**src/rtl/fifo_pkg.sv**
```systemverilog
// Shared constants, width helpers and per-channel status payload for the multi-channel FIFO.
package fifo_pkg;

    localparam int unsigned DEF_DATA_W = 8;
    localparam int unsigned DEF_DEPTH  = 16;
    localparam int unsigned DEF_N_CH   = 4;

    // Status count field is sized for the largest supported depth (2**15 words).
    localparam int unsigned CNT_W_MAX  = 16;

    function automatic int unsigned clog2_min1(input int unsigned n);
        return (n <= 1) ? 1 : $clog2(n);
    endfunction

    function automatic int unsigned ch_w_of(input int unsigned n_ch);
        return clog2_min1(n_ch);
    endfunction

    function automatic int unsigned aw_of(input int unsigned depth);
        return clog2_min1(depth);
    endfunction

    typedef struct packed {
        logic                 full;
        logic                 empty;
        logic                 almost_full;
        logic                 almost_empty;
        logic [CNT_W_MAX-1:0] count;
    } chan_status_t;

endpackage

```
**src/rtl/fifo_chan.sv**
```systemverilog
// One FIFO channel: circular buffer, occupancy, status decode and sticky error flags.
module fifo_chan
    import fifo_pkg::*;
#(
    parameter int unsigned DATA_W = DEF_DATA_W,
    parameter int unsigned DEPTH  = DEF_DEPTH,
    parameter int unsigned AF_LVL = DEF_DEPTH - 2,
    parameter int unsigned AE_LVL = 2
) (
    input  logic              clk,
    input  logic              rst,
    input  logic              push,
    input  logic              pop,
    input  logic              flush,
    input  logic              err_clr,
    input  logic [DATA_W-1:0] push_data,
    output logic [DATA_W-1:0] rd_data_c,
    output logic              pop_acc_c,
    output chan_status_t      status_c,
    output logic              ovf,
    output logic              udf
);

    localparam int unsigned AW = aw_of(DEPTH);
    localparam int unsigned CW = AW + 1;

    logic [DATA_W-1:0] mem [DEPTH];
    logic [AW-1:0]     wr_ptr;
    logic [AW-1:0]     rd_ptr;
    logic [CW-1:0]     count;

    logic full_c;
    logic empty_c;
    logic push_acc_c;
    logic ovf_set_c;
    logic udf_set_c;

    assign full_c  = (count == CW'(DEPTH));
    assign empty_c = (count == '0);

    // A full channel still takes a push when a pop frees a slot in the same cycle.
    assign push_acc_c = push & ~flush & (~full_c | pop);
    assign pop_acc_c  = pop  & ~flush & ~empty_c;
    assign ovf_set_c  = push & ~flush & full_c & ~pop;
    assign udf_set_c  = pop  & ~flush & empty_c;

    assign rd_data_c = mem[rd_ptr];

    always_comb begin
        status_c              = '0;
        status_c.full         = full_c;
        status_c.empty        = empty_c;
        status_c.almost_full  = (count >= CW'(AF_LVL));
        status_c.almost_empty = (count <= CW'(AE_LVL));
        status_c.count        = CNT_W_MAX'(count);
    end

    // Storage is intentionally left unreset.
    always_ff @(posedge clk) begin
        if (push_acc_c) begin
            mem[wr_ptr] <= push_data;
        end
    end

    always_ff @(posedge clk or negedge rst) begin
        if (!rst) begin
            wr_ptr <= '0;
            rd_ptr <= '0;
            count  <= '0;
        end else if (flush) begin
            wr_ptr <= '0;
            rd_ptr <= '0;
            count  <= '0;
        end else begin
            if (push_acc_c) wr_ptr <= wr_ptr + AW'(1);
            if (pop_acc_c)  rd_ptr <= rd_ptr + AW'(1);
            case ({push_acc_c, pop_acc_c})
                2'b10:   count <= count + CW'(1);
                2'b01:   count <= count - CW'(1);
                default: count <= count;
            endcase
        end
    end

    // Setting a flag takes priority over clearing it.
    always_ff @(posedge clk or negedge rst) begin
        if (!rst) begin
            ovf <= 1'b0;
            udf <= 1'b0;
        end else begin
            ovf <= ovf_set_c | (ovf & ~err_clr);
            udf <= udf_set_c | (udf & ~err_clr);
        end
    end

endmodule

```
**src/rtl/fifo_sync_mc.sv**
```systemverilog
// Multi-channel synchronous FIFO: N_CH independent channels sharing one push and one pop port.
module fifo_sync_mc
    import fifo_pkg::*;
#(
    parameter int unsigned DATA_W = DEF_DATA_W,
    parameter int unsigned DEPTH  = DEF_DEPTH,
    parameter int unsigned N_CH   = DEF_N_CH,
    parameter int unsigned AF_LVL = DEPTH - 2,
    parameter int unsigned AE_LVL = 2
) (
    input  logic                                  clk,
    input  logic                                  rst,
    input  logic                                  push,
    input  logic [ch_w_of(N_CH)-1:0]              push_ch,
    input  logic [DATA_W-1:0]                     push_data,
    input  logic                                  pop,
    input  logic [ch_w_of(N_CH)-1:0]              pop_ch,
    output logic [DATA_W-1:0]                     pop_data,
    output logic                                  pop_valid,
    input  logic [N_CH-1:0]                       flush,
    input  logic                                  err_clr,
    output logic [N_CH-1:0]                       full,
    output logic [N_CH-1:0]                       empty,
    output logic [N_CH-1:0]                       almost_full,
    output logic [N_CH-1:0]                       almost_empty,
    output logic [N_CH*(aw_of(DEPTH)+1)-1:0]      count,
    output logic [N_CH-1:0]                       ovf,
    output logic [N_CH-1:0]                       udf
);

    localparam int unsigned CH_W     = ch_w_of(N_CH);
    localparam int unsigned AW       = aw_of(DEPTH);
    localparam int unsigned CW       = AW + 1;
    localparam int unsigned CH_SLOTS = 1 << CH_W;

    logic [DATA_W-1:0] rd_data_c [CH_SLOTS];
    logic [N_CH-1:0]   pop_acc_c;
    chan_status_t      st_c [N_CH];
    logic [N_CH-1:0]   unused_cnt_bits;
    logic              pop_hit_c;

    for (genvar i = 0; i < N_CH; i++) begin : g_ch
        fifo_chan #(
            .DATA_W (DATA_W),
            .DEPTH  (DEPTH),
            .AF_LVL (AF_LVL),
            .AE_LVL (AE_LVL)
        ) u_chan (
            .clk       (clk),
            .rst       (rst),
            .push      (push && (push_ch == CH_W'(i))),
            .pop       (pop  && (pop_ch  == CH_W'(i))),
            .flush     (flush[i]),
            .err_clr   (err_clr),
            .push_data (push_data),
            .rd_data_c (rd_data_c[i]),
            .pop_acc_c (pop_acc_c[i]),
            .status_c  (st_c[i]),
            .ovf       (ovf[i]),
            .udf       (udf[i])
        );

        assign full[i]            = st_c[i].full;
        assign empty[i]           = st_c[i].empty;
        assign almost_full[i]     = st_c[i].almost_full;
        assign almost_empty[i]    = st_c[i].almost_empty;
        assign count[i*CW +: CW]  = st_c[i].count[CW-1:0];
        assign unused_cnt_bits[i] = ^st_c[i].count;
    end

    // Channel select codes beyond N_CH read as zero and never pop.
    for (genvar j = N_CH; j < CH_SLOTS; j++) begin : g_pad
        assign rd_data_c[j] = '0;
    end

    assign pop_hit_c = |pop_acc_c;

    // Registered read port shared by all channels.
    always_ff @(posedge clk or negedge rst) begin
        if (!rst) begin
            pop_valid <= 1'b0;
            pop_data  <= '0;
        end else begin
            pop_valid <= pop_hit_c;
            if (pop_hit_c) begin
                pop_data <= rd_data_c[pop_ch];
            end
        end
    end

endmodule

```
**config.mk**
```make
export PLATFORM = sky130hd
export DESIGN_NAME = fifo_sync_mc
export DESIGN_NICKNAME = d
export VERILOG_FILES = /design/src/rtl/fifo_pkg.sv /design/src/rtl/fifo_chan.sv /design/src/rtl/fifo_sync_mc.sv
export SDC_FILE = /design/constraint.sdc
export NUM_CORES = 1
export LEC_CHECK = 0
export BUFFER_PORTS_ARGS = -buffer_cell sky130_fd_sc_hd__buf_2
export CELL_PAD_IN_SITES_DETAIL_PLACEMENT = 1
export CELL_PAD_IN_SITES_GLOBAL_PLACEMENT = 2
export CORE_ASPECT_RATIO = 0.8
export CORE_MARGIN = 2
export CORE_UTILIZATION = 40
export CTS_CLUSTER_SIZE = 8
export DETAILED_ROUTE_END_ITERATION = 8
export MAX_ROUTING_LAYER = met4
export PLACE_DENSITY_LB_ADDON = 0.1
export RECOVER_POWER = 100
export SLEW_MARGIN = 20
export SYNTH_ARGS = -nofsm -noshare
export SYNTH_HDL_FRONTEND = slang
export SYNTH_SLANG_ARGS = --single-unit
```
**constraint.sdc**
```tcl
create_clock -name clk -period 3.06 [get_ports clk]
set_input_delay 0.153 -clock clk [delete_from_list [all_inputs] [get_ports clk]]
set_output_delay 0.153 -clock clk [all_outputs]
set_load 0.05 [all_outputs]
```
# Yosys cells after proc, flatten, opt, wreduce, memory -nomap -nowiden
# Memories as Yosys holds them, arrays and structs flattened.
# Cells that the tools add are included.
[word_totals]
wordCells = 197
output_inout_bits = 53
inputBits = 21
ram_bits = 512
mem_count = 4
regBits = 69
[classes]
reduce_logical = 27
add_sub_neg = 16
n_eq_ne = 18
bitwise = 66
n_lt_le_gt_ge = 9
n_mux = 35
[memory_table]
columns = ["name", "depth", "word_bits", "rd", "rd_ports_with_merged_regs", "wr", "line_no", "source"]
rows = [
  ["g_ch[0].u_chan.mem", 16, 8, 1, 0, 1, "fifo_chan.sv:27", "logic [DATA_W-1:0] mem [DEPTH];"],
  ["g_ch[1].u_chan.mem", 16, 8, 1, 0, 1, "fifo_chan.sv:27", ""],
  ["g_ch[2].u_chan.mem", 16, 8, 1, 0, 1, "fifo_chan.sv:27", ""],
  ["g_ch[3].u_chan.mem", 16, 8, 1, 0, 1, "fifo_chan.sv:27", ""],
]
[ops]
columns = ["cell", "n"]
rows = [
  ["two-way mux 4 bit", 16],
  ["case mux 5 bit (2 select lines)", 4],
  ["bitwise AND 1 bit", 36],
  ["adder 4 x 1 -> 4 bit, second input constant", 8],
  ["adder 5 x 1 -> 5 bit, second input constant", 4],
  ["== test 5 bit, second input constant", 4],
  [">= comparator 5 x 4 -> 1 bit, second input constant", 4],
  ["<= comparator 5 x 2 -> 1 bit, second input constant", 4],
  ["zero test 5 bit", 4],
  ["two-way mux 5 bit", 4],
  ["subtractor 5 x 1 -> 5 bit, second input constant", 4],
  ["inverter 1 bit", 17],
  ["binary-select mux 8 bit (select 2 bit)", 1],
  ["== test 2 bit, second input constant", 8],
  ["two-way mux 8 bit", 2],
  ["nonzero test 2 bit", 8],
  ["== test 2 x 1 -> 1 bit, second input constant", 6],
  ["bitwise OR 1 bit", 12],
  ["nonzero test 3 bit", 4],
  ["logical AND 1 bit", 8],
  ["two-way mux 1 bit", 8],
  ["zero test 2 bit", 2],
  ["OR reduction 4 bit", 1],
  [">= comparator 3 bit, second input constant", 1],
  ["inverter 2 -> 3 bit", 1],
]

# Longest topological paths before layout
[depth]
ltp_word = 7
depth_mapped = 11

# Modules after synthesis
# A second synthesis with hierarchy kept.
[unflattened]
cells_unflattened = 1359
hier_area_um2 = 24861.3
[modules_own_cells]
columns = ["module", "cells_per_inst", "area_per_inst_um2", "n_inst"]
rows = [
  ["fifo_chan at g_ch[3].u_chan", 331, 6089.6, 1],
  ["fifo_chan at g_ch[1].u_chan", 330, 6083.3, 1],
  ["fifo_chan at g_ch[2].u_chan", 333, 6048.3, 1],
  ["fifo_chan at g_ch[0].u_chan", 326, 6034.5, 1],
  ["fifo_sync_mc", 39, 605.6, 1],
]

# Least setup slack after synthesis
# OpenSTA, ideal clock, no wires.
[synth_timing]
kind = "register to output"
startpoint = "register g_ch[3].u_chan.count[1]"
endpoint = "output port almost_empty[3]"
path_slack_ns = -0.404
stages_incl_launch_ff = 3
path_buffers = 1
arrival_time_ns = 3.311
cell_sequence = "dfrtp_1 > clkbuf_1 > a2111oi_0"
[synth_between]
elab_chain_cells = 1
[synth_lines]
columns = ["element", "line_no", "source"]
rows = [
  ["from (decl)", "fifo_chan.sv:30", "logic [CW-1:0] count;"],
  ["from (signal assigned)", "fifo_chan.sv:78", "2'b10: count <= count + CW'(1);"],
  ["from (signal assigned)", "fifo_chan.sv:79", "2'b01: count <= count - CW'(1);"],
  ["from (signal assigned)", "fifo_chan.sv:80", "default: count <= count;"],
  ["<= comparator 5 x 2 -> 1 bit", "fifo_chan.sv:54", "status_c.almost_empty = (count <= CW'(AE_LVL));"],
  ["to (decl)", "fifo_sync_mc.sv:25", "output logic [N_CH-1:0] almost_empty,"],
]
# Every way passes these cells.

# Worst setup path after layout
[layout_timing]
startpoint = "register g_ch[2].u_chan.count[1]"
endpoint = "register g_ch[2].u_chan.count[4]"
[layout_between]
elab_chain_cells = 7
[layout_lines]
columns = ["element", "line_no", "source"]
rows = [
  ["from (decl)", "fifo_chan.sv:30", ""],
  ["from (signal assigned)", "fifo_chan.sv:78", ""],
  ["from (signal assigned)", "fifo_chan.sv:79", ""],
  ["from (signal assigned)", "fifo_chan.sv:80", ""],
  ["== test 5 bit", "fifo_chan.sv:38", "assign full_c = (count == CW'(DEPTH));"],
  ["inverter 1 bit", "fifo_chan.sv:42", "assign push_acc_c = push & ~flush & (~full_c | pop);"],
  ["bitwise OR 1 bit", "fifo_chan.sv:42", ""],
  ["bitwise AND 1 bit", "fifo_chan.sv:42", ""],
  ["== test 2 x 1 -> 1 bit or == test 2 bit (tied branches)", "fifo_chan.sv:77", "case ({push_acc_c, pop_acc_c})"],
  ["case mux 5 bit (2 select lines)", "fifo_chan.sv:77", ""],
  ["two-way mux 5 bit", "fifo_chan.sv:70", "end else if (flush) begin"],
]
# Parallel ways exist; a longest one is shown, timed or not.
# A chain may end at the register's enable or synchronous reset.

==> metrics.yaml <==
status: "finished, violations left"
violations: "max-capacitance violations, max-slew violations"
p_per_area_nw_per_um2: 641
yosysSeqAreaShare_pct: 70.3
finalHoldViolations: 0
grt_pass1_vias: 14286
worst_slew_pin_slew_ns: 2.50
critPathArrivalTime_ns: 3.39
grt_pass1_wl_um: 96400
wire_per_inst_um: 26.3
dpl_cell_area_sq_um: 26200
numCtsBuffers: 82
hold_path_depth: 4
synthFlopType: "edfxtp_1"
vias: 13656
synth-seq-cells: 581
num_rows: 80
rsz0062_at_grt: "true"
postLayoutCellArea_sq_um: 28200
drtPass1Iterations: 5
grt_overflow: 0
dp_hpwl_um: 42500
setup_slack_ns: 0.147
die_width_um: 280
grt.total_usage_pct: 21.6
synth_edf_count: 512
syn_nets: 1469
finalCritPeriodShare_pct: 95.2
cap_violations: 7
cts_tree: "built"
initialDrtViolationCount: 1148
final_antenna_net_count: 0
min_period_ns: 2.91
layout.nets: 1654
cp-start-kind: "register"
p_leak_nw: 9.27
cts_buffer_depth: 3
max-vdd-ir-drop_mv: 0.341
relSlewSlack_pct: -66.4
core_area_sq_um: 59900
hp-class: "input port to register"
antenna_found_initial: 4
finalClockSkew_ns: 0.0264
preCtsSetupSlack_ns: 0.0643
p_total_mw: 18.1
yosysUniqueCellTypes: 82
reg2regPathDepth: 8
start_util_pct: 40.7
cts_root_buffer: "clkbuf_16"
async_flop_share_pct: 11.9
worst-path-max-fanout: 5
worstSetupPathType: "register to register"
finalSetupTns_ns: 0
ys_warn_count: 0
critical_path_required_ns: 3.54
netlist_area_sq_um: 24300
max_freq_mhz: 343
die_height_um: 225
n_antenna_cell: 0
routabilityCongestion: 0.795
end_kind: "register"
cts.clk_slew.worst_paths_ns: 0.05
grt_start_max_net_pins: 65
top_level_ports: 74
route.detailed.drc: 0
syn2layout_area_growth_pct: 16.0
setup_viol: 0
synthCells: 1420
die-area_sq_um: 62800
drt-vias-per-instance: 5.61
slew_viol_final: 300
drive_gt1_share_pct: 19.9
h-tree-depth: 3
cts_sinks: 581
wl_um: 64100
worstSkewPairLatency_ns: 0.61
io_buffers: 73
avgSynthCellArea_sq_um: 17.1
final_util_pct: 47.2
layer usage:
layer	GRT usage (%)	vias to the layer above	routed length, um
met1	31.7	7215	30900
met5	-	-	0
met2	31.2	339	28900
met4	4.23	0	947
met3	4.49	67	3360
li1	-	6035	-
placed cells by master, fill, tap and decap left out, types with 7 or more instances in the layout:
master and count:
nand2_1 60, a31oi_1 19, mux2i_1 16, buf_2 12
o31ai_1 7, edfxtp_1 512, clkbuf_1 150, inv_1 38
nor2_1 84, xnor2_1 8, clkbuf_2 22, and2_0 21
nand3_1 29, clkbuf_16 85, buf_4 53, nor4_1 13
o21ai_0 18, nor3_1 23, mux4_2 124, nand3b_1 12
and2_1 10, a22oi_1 35, ha_1 28, a21oi_1 30
nor2b_1 12, xor2_1 16, and3_1 7, dfrtp_1 63
nand4_1 21
path summary, 6_finish.rpt:
path / start / end / slack (ns)
setup / recovery: g_ch[2].u_chan.count[1] / g_ch[2].u_chan.count[4] / 0.15
hold / removal: push_ch[0] / g_ch[0].u_chan.ovf / 0.06
setup reg to reg: g_ch[2].u_chan.count[1] / g_ch[2].u_chan.count[4] / 0.15
hold reg to reg: g_ch[2].u_chan.ovf / g_ch[2].u_chan.ovf / 0.49
max in group asynchronous: rst / g_ch[1].u_chan.count[2] / 1.09
min in group asynchronous: rst / g_ch[2].u_chan.wr_ptr[1] / 0.41
cells by family (layout without fill, tap and decap cells):
| kind of cell | count (synthesis) | in the layout | share of synthesized area (%) |
|---|---|---|---|
| mux | 143 | 143 | 12.3 |
| flops | 581 | 581 | 70.3 |
| fa+ha+maj | 28 | 28 | 1.44 |
| compound gates | 177 | 177 | 5.16 |
| simple gates | 331 | 331 | 7.26 |
| xor+xnor | 24 | 24 | 0.864 |
| buf+inv | 136 | 373 | 2.74 |
cells in the mapped netlist, types with 4 or more instances:
| cell type | number | area (sq um) |
|---|---|---|
| edfxtp_1 | 512 | 15400 |
| nand2_1 | 60 | 225 |
| buf_4 | 16 | 120 |
| a211oi_1 | 4 | 30.0 |
| o21ai_0 | 18 | 90.1 |
| o211ai_1 | 6 | 45.0 |
| inv_1 | 38 | 143 |
| mux4_2 | 124 | 2790 |
| a31o_2 | 4 | 35.0 |
| a22o_1 | 5 | 43.8 |
| buf_2 | 17 | 85.1 |
| buf_6 | 4 | 45.0 |
| a22oi_1 | 35 | 263 |
| nor2_1 | 83 | 312 |
| clkbuf_1 | 48 | 180 |
| xor2_1 | 16 | 140 |
| nand3_1 | 29 | 145 |
| xnor2_1 | 8 | 70.1 |
| a21oi_1 | 29 | 145 |
| buf_1 | 8 | 30.0 |
| a2111oi_0 | 5 | 43.8 |
| nand3b_1 | 12 | 90.1 |
| and2_1 | 31 | 194 |
| o31ai_1 | 7 | 52.6 |
| or3_1 | 6 | 37.5 |
| o22ai_1 | 5 | 31.3 |
| nand4_1 | 21 | 131 |
| ha_1 | 28 | 350 |
| a31oi_1 | 19 | 119 |
| dfrtp_1 | 69 | 1730 |
| and3_1 | 7 | 43.8 |
| nor4_1 | 12 | 75.1 |
| nor2b_1 | 12 | 75.1 |
| mux2i_1 | 16 | 160 |
| a32oi_1 | 6 | 52.6 |
| nor3_1 | 23 | 115 |
| nand2b_1 | 6 | 37.5 |
power breakdown:
| part | switching (mW) | internal, mW |
|---|---|---|
| Clock | 3.21 | 5.11 |
| Combinational | 0.707 | 0.217 |
| Sequential | 0.113 | 8.73 |
sequential cells by signal (all words and copies together) (netlist names):
| signal | cells |
|---|---|
| g_ch.u_chan.wr_ptr | 16 |
| pop_data | 8 |
| g_ch.u_chan.udf | 4 |
| g_ch.u_chan.ovf | 4 |
| g_ch.u_chan.mem | 512 |
| g_ch.u_chan.rd_ptr | 16 |
| g_ch.u_chan.count | 20 |
| pop_valid | 1 |
per-stage QoR:
stage	hold slack [ns]	cells
after floorplan	-0.143	1420
after CTS	0.0216	2435
after global routing	0.0545	2436
after global placement	0.246	2295
final	0.0575	2436
after detailed placement	0.247	2295
critical path, stage by stage, from the launching register on:
cell      delay (ns)
dfrtp_2         0.39
or4_1           0.59
o211ai_1        0.44
xnor2_1         0.17
ha_1            0.27
a31oi_1         0.15
or3_1           0.34
and4b_1         0.20
a211o_1         0.23
timing repair:
action / CTS / global route
hold endpoints to repair: 57 / 0
buffers inserted: 0 / 1
resized for setup: 0 / 1
hold buffers: 4 / 0
setup endpoints to repair: 0 / 2
area by class of cell:
type	instances	area [sq um]
clock buffer	134	2320
clock inverter	2	17.5
fill	5832	31600
inverter	38	143
multi-input combinational	703	6570
sequential	581	17100
tap	779	975
timing repair buffer	199	1100
(Power assumes the default switching activity.)
